===== src/rtl/pin_entry_display_pkg.sv =====
`default_nettype none
// ============================================================================
// Module  : door_pkg
// Brief   : Shared types, key codes and display glyphs for the door-lock PIN path
// Revision: 1.0  initial release
// ============================================================================
package door_pkg;

  // Six BCD nibbles, index 0 is the rightmost / newest digit
  typedef logic [5:0][3:0] bcdPac_t;

  localparam logic [3:0] KEY_BACKSPACE = 4'hA;
  localparam logic [3:0] KEY_SUBMIT    = 4'hB;
  localparam logic [3:0] KEY_CLEAR     = 4'hC;

  localparam logic [3:0] GLYPH_BLANK = 4'hF;
  localparam logic [3:0] GLYPH_MASK  = 4'hA;

  localparam bcdPac_t BCD_ALL_BLANK = {6{GLYPH_BLANK}};

  typedef enum logic [1:0] {
    IDLE  = 2'd0,
    ENTRY = 2'd1,
    DONE  = 2'd2
  } entry_state_t;

  // Unused positions blank, older digits masked, newest shown only while revealed
  function automatic bcdPac_t display_map(bcdPac_t digits, logic [2:0] len, logic reveal);
    bcdPac_t m;
    m = BCD_ALL_BLANK;
    for (int i = 0; i < 6; i++) begin
      if (3'(i) >= len) begin
        m[i] = GLYPH_BLANK;
      end else if ((i == 0) && reveal) begin
        m[i] = digits[i];
      end else begin
        m[i] = GLYPH_MASK;
      end
    end
    return m;
  endfunction

endpackage
`default_nettype wire


===== src/rtl/pin_entry_display_if.sv =====
`default_nettype none
// ============================================================================
// Module  : pin_entry_display_if
// Brief   : Keypad-in / display-and-PIN-out bundle of the PIN entry block
// Revision: 1.0  initial release
// ============================================================================
interface pin_entry_display_if;
  import door_pkg::*;

  logic        key_valid;
  logic [3:0]  key_code;
  bcdPac_t     bcd_packet;
  logic        disp_enable;
  logic        pin_valid;
  bcdPac_t     pin_code;
  logic [2:0]  pin_len;
  logic        pin_reject;
  logic        timeout;
  logic        entry_active;

  modport master (
    output key_valid, key_code,
    input  bcd_packet, disp_enable, pin_valid, pin_code, pin_len,
           pin_reject, timeout, entry_active
  );

  modport slave (
    input  key_valid, key_code,
    output bcd_packet, disp_enable, pin_valid, pin_code, pin_len,
           pin_reject, timeout, entry_active
  );

endinterface
`default_nettype wire


===== src/rtl/pin_entry_display_cycle_timer.sv =====
`default_nettype none
// ============================================================================
// Module  : cycle_timer
// Brief   : Saturating cycle counter with restart and expiry flag
// Revision: 1.0  initial release
// ============================================================================
module cycle_timer #(
  parameter int LIMIT = 16
) (
  input  wire logic clk,
  input  wire logic rst,
  input  wire logic restart,
  output logic      expired
);

  localparam int                 c_width = $clog2(LIMIT + 1);
  localparam logic [c_width-1:0] c_limit = c_width'(LIMIT);

  logic [c_width-1:0] r_count;
  logic [c_width-1:0] w_count_next;

  always_comb begin
    w_count_next = r_count;
    if (restart) begin
      w_count_next = '0;
    end else if (r_count != c_limit) begin
      w_count_next = r_count + c_width'(1);
    end
  end

  // Flag reflects the count as it will stand after this edge, so registered
  // consumers in the parent line up with the counter itself.
  assign expired = (w_count_next == c_limit);

  always_ff @(posedge clk) begin
    if (rst) begin
      r_count <= '0;
    end else begin
      r_count <= w_count_next;
    end
  end

endmodule
`default_nettype wire


===== src/rtl/pin_entry_display.sv =====
`default_nettype none
// ============================================================================
// Module  : pin_entry_display
// Brief   : Keypad PIN entry with masked six-digit display, submit and timeout
// Revision: 1.0  initial release
// ============================================================================
module pin_entry_display
  import door_pkg::*;
#(
  parameter int MIN_DIGITS     = 4,
  parameter int TIMEOUT_CYCLES = 250_000_000,
  parameter int REVEAL_CYCLES  = 25_000_000
) (
  input  wire logic          clk,
  input  wire logic          rst,
  pin_entry_display_if.slave bus
);

  entry_state_t r_state;
  entry_state_t w_state_next;
  bcdPac_t      r_digits;
  bcdPac_t      w_digits_next;
  logic [2:0]   r_len;
  logic [2:0]   w_len_next;
  logic         r_show_newest;
  logic         w_show_next;

  logic w_digit_key;
  logic w_push;
  logic w_flush;
  logic w_valid_next;
  logic w_reject_next;
  logic w_timeout_next;
  logic w_idle_restart;
  logic w_idle_expired;
  logic w_reveal_expired;

  assign w_digit_key    = bus.key_valid && (bus.key_code <= 4'd9);
  assign w_idle_restart = (r_state != ENTRY) || bus.key_valid;

  cycle_timer #(.LIMIT(TIMEOUT_CYCLES)) u_idle_timer (
    .clk     (clk),
    .rst     (rst),
    .restart (w_idle_restart),
    .expired (w_idle_expired)
  );

  cycle_timer #(.LIMIT(REVEAL_CYCLES)) u_reveal_timer (
    .clk     (clk),
    .rst     (rst),
    .restart (w_push),
    .expired (w_reveal_expired)
  );

  always_comb begin
    w_state_next   = r_state;
    w_digits_next  = r_digits;
    w_len_next     = r_len;
    w_show_next    = r_show_newest;
    w_push         = 1'b0;
    w_flush        = 1'b0;
    w_valid_next   = 1'b0;
    w_reject_next  = 1'b0;
    w_timeout_next = 1'b0;

    case (r_state)
      IDLE: begin
        w_push = w_digit_key;
      end
      ENTRY: begin
        if (bus.key_valid) begin
          if (w_digit_key) begin
            w_push = (r_len < 3'd6);
          end else if (bus.key_code == KEY_BACKSPACE) begin
            w_digits_next = {GLYPH_BLANK, r_digits[5:1]};
            w_len_next    = r_len - 3'd1;
            w_show_next   = 1'b0;
            if (r_len == 3'd1) begin
              w_state_next = IDLE;
            end
          end else if (bus.key_code == KEY_CLEAR) begin
            w_flush = 1'b1;
          end else if (bus.key_code == KEY_SUBMIT) begin
            w_flush = 1'b1;
            if (r_len >= 3'(MIN_DIGITS)) begin
              w_valid_next = 1'b1;
            end else begin
              w_reject_next = 1'b1;
            end
          end
        end else if (w_idle_expired) begin
          w_flush        = 1'b1;
          w_timeout_next = 1'b1;
        end
      end
      DONE: begin
        w_flush = 1'b1;
      end
      default: begin
        w_flush = 1'b1;
      end
    endcase

    if (w_flush) begin
      w_digits_next = BCD_ALL_BLANK;
      w_len_next    = 3'd0;
      w_show_next   = 1'b0;
      w_state_next  = w_valid_next ? DONE : IDLE;
    end

    if (w_push) begin
      w_digits_next = {r_digits[4:0], bus.key_code};
      w_len_next    = r_len + 3'd1;
      w_show_next   = 1'b1;
      w_state_next  = ENTRY;
    end
  end

  always_ff @(posedge clk) begin
    if (rst) begin
      r_state       <= IDLE;
      r_digits      <= BCD_ALL_BLANK;
      r_len         <= 3'd0;
      r_show_newest <= 1'b0;
    end else begin
      r_state       <= w_state_next;
      r_digits      <= w_digits_next;
      r_len         <= w_len_next;
      r_show_newest <= w_show_next;
    end
  end

  // Outputs are computed from next-state values so a key in cycle N shows in N+1
  always_ff @(posedge clk) begin
    if (rst) begin
      bus.bcd_packet   <= BCD_ALL_BLANK;
      bus.disp_enable  <= 1'b0;
      bus.pin_valid    <= 1'b0;
      bus.pin_code     <= BCD_ALL_BLANK;
      bus.pin_len      <= 3'd0;
      bus.pin_reject   <= 1'b0;
      bus.timeout      <= 1'b0;
      bus.entry_active <= 1'b0;
    end else begin
      bus.bcd_packet   <= display_map(w_digits_next, w_len_next,
                                      w_show_next && !w_reveal_expired);
      bus.disp_enable  <= 1'b1;
      bus.pin_valid    <= w_valid_next;
      bus.pin_reject   <= w_reject_next;
      bus.timeout      <= w_timeout_next;
      bus.entry_active <= (w_state_next == ENTRY);
      if (w_valid_next) begin
        bus.pin_code <= r_digits;
        bus.pin_len  <= r_len;
      end
    end
  end

endmodule
`default_nettype wire


===== src/flat_wrapper.sv =====
// flat-port wrapper written by rule: the top's interface ports become plain ports
module pin_entry_display_flat import door_pkg::*;
#(
  parameter int MIN_DIGITS     = 4,
  parameter int TIMEOUT_CYCLES = 250_000_000,
  parameter int REVEAL_CYCLES  = 25_000_000
)
  (clk, rst, bus_key_valid, bus_key_code, bus_bcd_packet, bus_disp_enable, bus_pin_valid, bus_pin_code, bus_pin_len, bus_pin_reject, bus_timeout, bus_entry_active);
  pin_entry_display_if bus_i ();
  input  wire logic clk;
  input  wire logic rst;
  input wire logic [$bits(bus_i.key_valid)-1:0] bus_key_valid;
  input wire logic [$bits(bus_i.key_code)-1:0] bus_key_code;
  output wire logic [$bits(bus_i.bcd_packet)-1:0] bus_bcd_packet;
  output wire logic [$bits(bus_i.disp_enable)-1:0] bus_disp_enable;
  output wire logic [$bits(bus_i.pin_valid)-1:0] bus_pin_valid;
  output wire logic [$bits(bus_i.pin_code)-1:0] bus_pin_code;
  output wire logic [$bits(bus_i.pin_len)-1:0] bus_pin_len;
  output wire logic [$bits(bus_i.pin_reject)-1:0] bus_pin_reject;
  output wire logic [$bits(bus_i.timeout)-1:0] bus_timeout;
  output wire logic [$bits(bus_i.entry_active)-1:0] bus_entry_active;
  assign bus_i.key_valid = bus_key_valid;
  assign bus_i.key_code = bus_key_code;
  assign bus_bcd_packet = bus_i.bcd_packet;
  assign bus_disp_enable = bus_i.disp_enable;
  assign bus_pin_valid = bus_i.pin_valid;
  assign bus_pin_code = bus_i.pin_code;
  assign bus_pin_len = bus_i.pin_len;
  assign bus_pin_reject = bus_i.pin_reject;
  assign bus_timeout = bus_i.timeout;
  assign bus_entry_active = bus_i.entry_active;
  pin_entry_display #(.MIN_DIGITS(MIN_DIGITS), .TIMEOUT_CYCLES(TIMEOUT_CYCLES), .REVEAL_CYCLES(REVEAL_CYCLES)) u_core (.clk(clk), .rst(rst), .bus(bus_i));
endmodule

===== config.mk =====
export PLATFORM = sky130hd
export DESIGN_NAME = pin_entry_display_flat
export DESIGN_NICKNAME = d
export VERILOG_FILES = /design/src/rtl/pin_entry_display_pkg.sv /design/src/rtl/pin_entry_display_if.sv /design/src/rtl/pin_entry_display_cycle_timer.sv /design/src/rtl/pin_entry_display.sv /design/src/flat_wrapper.sv
export SDC_FILE = /design/constraint.sdc
export NUM_CORES = 1
export LEC_CHECK = 0
export ABC_AREA = 0
export CORE_MARGIN = 8
export CORE_UTILIZATION = 35
export DETAILED_ROUTE_END_ITERATION = 10
export MAX_ROUTING_LAYER = met4
export PLACE_DENSITY_LB_ADDON = 0.15
export SYNTH_ARGS = -nofsm -noshare
export SYNTH_HDL_FRONTEND = slang
export SYNTH_SLANG_ARGS = --single-unit

===== constraint.sdc =====
create_clock -name clk -period 5.6 [get_ports clk]
set_input_delay 0.56 -clock clk [delete_from_list [all_inputs] [get_ports clk]]
set_output_delay 0.56 -clock clk [all_outputs]
set_load 0.02 [all_outputs]

==> run metrics <==
IO Pins 63; Avg Inst Size Synth slightly above 8 µm²; Yosys reg bits 124; worst setup path class flip-flop to flip-flop; Buf/Inv on CP 0; Worst setup EP type flip-flop; Ys Warns 0; Hold Fails Final Rpt 0; Sw Share 21.9%; Max IR drop VDD 0.000195 V; Final Util 43.1%; ANT cells 0; die area 21,300 µm²; Pre-antenna DRT Iters 4; Bufs on Longest Clock Path 2; setup TNS 0 ps; Final setup viols 0; CP Max Fanout 19; WP data required 5900 ps; vias per std cell 5.12; gr usage total 14.5%; CTS tree done; worst-margin pin slew about 1100 ps; Crit path largest cell delay 710 ps; hold buffer count at cts 0; EDFF count, synth 0; non-filler instance count after layout 984; placed cell count 953; Core Region between 15,000 and 20,000 µm²; routed wire length 14.7 mm; CTS Sinks 124; critical path's slowest cell or4_1; dominant synthesized flop cell dfxtp_1; Pleak between 2 and 3 nW; clock latency at the later pin of the worst-skew pair 410 ps; Top Family by Delay on Critical Path simple AND/OR/NAND/NOR gates; post-CTS setup repair buffer count 0; CTS buffer count 17; Die H 146 µm; CP startpoint kind flip-flop; synth unique cells 61; first-pass GRT wire length 24.8 mm; post-route ant nets 0; fin crit share 66.3%; Post-synth ARST share 0%; wire per inst 15.0 µm; status finished, final reports clean; worst hold path class flip-flop to flip-flop; Peak Freq 269 MHz; FP Rows 47; Residual DRC 0; Gate power share 5.1%; Clock Root Buffer clkbuf_16; Area Growth Syn to Fin 20.4%; initial DRC count 336; Filler cells 1,632; cells along the critical path ha_1 > nand3_2 > or4_1 > o21a_1 > o22ai_1 > nor4_2 > nand4_2 > and2_1 > a21oi_1 > a211o_1; fin. max-slew vios 0; power per cell area 305 nW/µm²; Worst Skew 11.3 ps; max cap viols 0; register area share after synthesis between 40 and 50%; post-CTS resize count 0; vias in the first global route 4,803; gpl congestion around 0.9; Post-Syn Area just under 6000 µm²; Slew HR approximately 28%; Syn Inst Count 721; htree depth 4; Setup crit start u_core.u_idle_timer.r_count[1]$_SDFF_PP0_; fin nets roughly 770; via count 5,034; Pint 0.00169 W; clock slew at reported path FFs 60 ps; Min Clock Period, post-route ~3700 ps; Die Wd 146 µm; share of layout cells above drive strength 1 6.41%; Post-DP Area 6500 µm²; clock share of power a little over half; Reg power frac 42.3%; Hold WS 459 ps; antenna violations before repair 0; IO Port Bufs 52; Switch Pwr 0.000476 W; Final Cell Area about 7100 µm²; hold path start u_core.bus.pin_len[0]$_SDFFE_PP0P_; RR Startpoint u_core.u_idle_timer.r_count[1]$_SDFF_PP0_; Starting Density 35.7%; HPWL Detailed between 10 and 15 mm; RSZ-0062 raised after global routing no; global route overflow 0; arrival time worst endpoint 4010 ps; largest net degree at the start of global routing 32
[worst paths after layout]
check                           depth (start not counted)  slack (ps)                            endpoint
worst min register to register                          2         460  u_core.bus.pin_len[0]$_SDFFE_PP0P_
worst max-delay path                                   10        1890    u_core.r_digits[11]$_SDFFE_PP1P_
worst max register to register                         10        1890    u_core.r_digits[11]$_SDFFE_PP1P_
worst min-delay path                                    2         460  u_core.bus.pin_len[0]$_SDFFE_PP0P_
[sequential cells by signal, summed over array words and instances, names as in the netlist]
| register | flops |
|---|---|
| u_core.bus.bcd_packet | 9 |
| u_core.bus.disp_enable | 1 |
| u_core.bus.entry_active | 1 |
| u_core.bus.pin_code | 24 |
| u_core.bus.pin_len | 3 |
| u_core.bus.pin_reject | 1 |
| u_core.bus.pin_valid | 1 |
| u_core.bus.timeout | 1 |
| u_core.r_digits | 24 |
| u_core.r_len | 3 |
| u_core.r_show_newest | 1 |
| u_core.r_state | 2 |
| u_core.u_idle_timer.r_count | 28 |
| u_core.u_reveal_timer.r_count | 25 |
[per-stage QoR]
| stage | total power, W | worst slack, ps |
|---|---|---|
| final | 0.00217 | 1890 |
| after global routing | 0.00225 | 1630 |
| after CTS | 0.00220 | 1900 |
| after detailed placement | 0.00105 | 1960 |
| after global placement | 0.00105 | 2070 |
| after floorplan | 0.00102 | 2620 |
[power groups by stage]
stage / sequential [W] / combinational, W / clock [W]
global placement: 0.000936 / 0.000111 / 0
global route: 0.000920 / 0.000123 / 0.00121
finish: 0.000918 / 0.000111 / 0.00114
floorplan: 0.000936 / 0.0000795 / 0
detailed placement: 0.000936 / 0.000111 / 0
CTS: 0.000917 / 0.000112 / 0.00117
[placed cells by master, fill, tap and decap left out, types with 4 or more instances in the layout]
cell type and instances:
nand4_1 16, buf_4 4, mux2i_1 10, clkdlybuf4s50_1 52
xor2_1 22, a211o_1 16, nor4_1 11, nand2b_1 7
conb_1 10, a31oi_1 4, nand2_1 106, clkbuf_16 17
o21ai_0 11, or3_1 8, bufinv_16 4, nand3_1 48
nor3_1 20, dfxtp_1 124, xnor2_1 28, nor2_1 91
a221o_1 4, or2_2 4, ha_1 7, a21oi_1 32
and3_1 13, or4_1 4, nor2b_1 4, inv_1 19
[Yosys cell counts, drive strengths merged, types with 19 or more instances]
cell	instances	area, µm²
dfxtp	124	2480
xor2	22	193
nand3	49	250
nor2	91	342
a21oi	32	160
nand4	19	146
inv	19	71.3
clkbuf	32	120
buf	21	155
nand2	106	398
xnor2	28	245
nor3	20	100
[layout make-up]
class | instances | area (µm²) | share of cell area (%)
Multi-Input combinational cell | 534 | 3120 | 43.9
Sequential cell | 124 | 2480 | 34.9
Inverter | 19 | 71.3 | 1.00
Tap cell | 220 | 275 | 3.87
Clock buffer | 20 | 447 | 6.28
Clock inverter | 11 | 168 | 2.36
Timing Repair Buffer | 56 | 551 | 7.74
[logic make-up after synthesis]
group / Yosys count / synth area share (%)
AND/OR/NAND/NOR: 361 / 30.3
flip-flops: 124 / 42.0
adder cells (fa/ha/maj): 7 / 1.48
AO/OA/AOI/OAI: 96 / 11.2
other: 1 / 0.0635
XOR/XNOR: 50 / 7.41
multiplexers: 10 / 1.69
buffers and inverters: 72 / 5.87
[worst reg2reg max path, stage by stage, from the launching register on]
cell and delay [ps]:
dfxtp_1 480, ha_1 360, nand3_2 200, or4_1 710, o21a_1 250, o22ai_1 200
nor4_2 60, nand4_2 210, and2_1 680, a21oi_1 160, a211o_1 300
[metal layers]
layer	GRT usage, %	share of wire [%]
met5	-	0
met4	4.79	1.5
met3	4.14	4.6
met2	21.1	44
met1	18.9	50
Note: power is estimated with default switching activity, not from simulation.
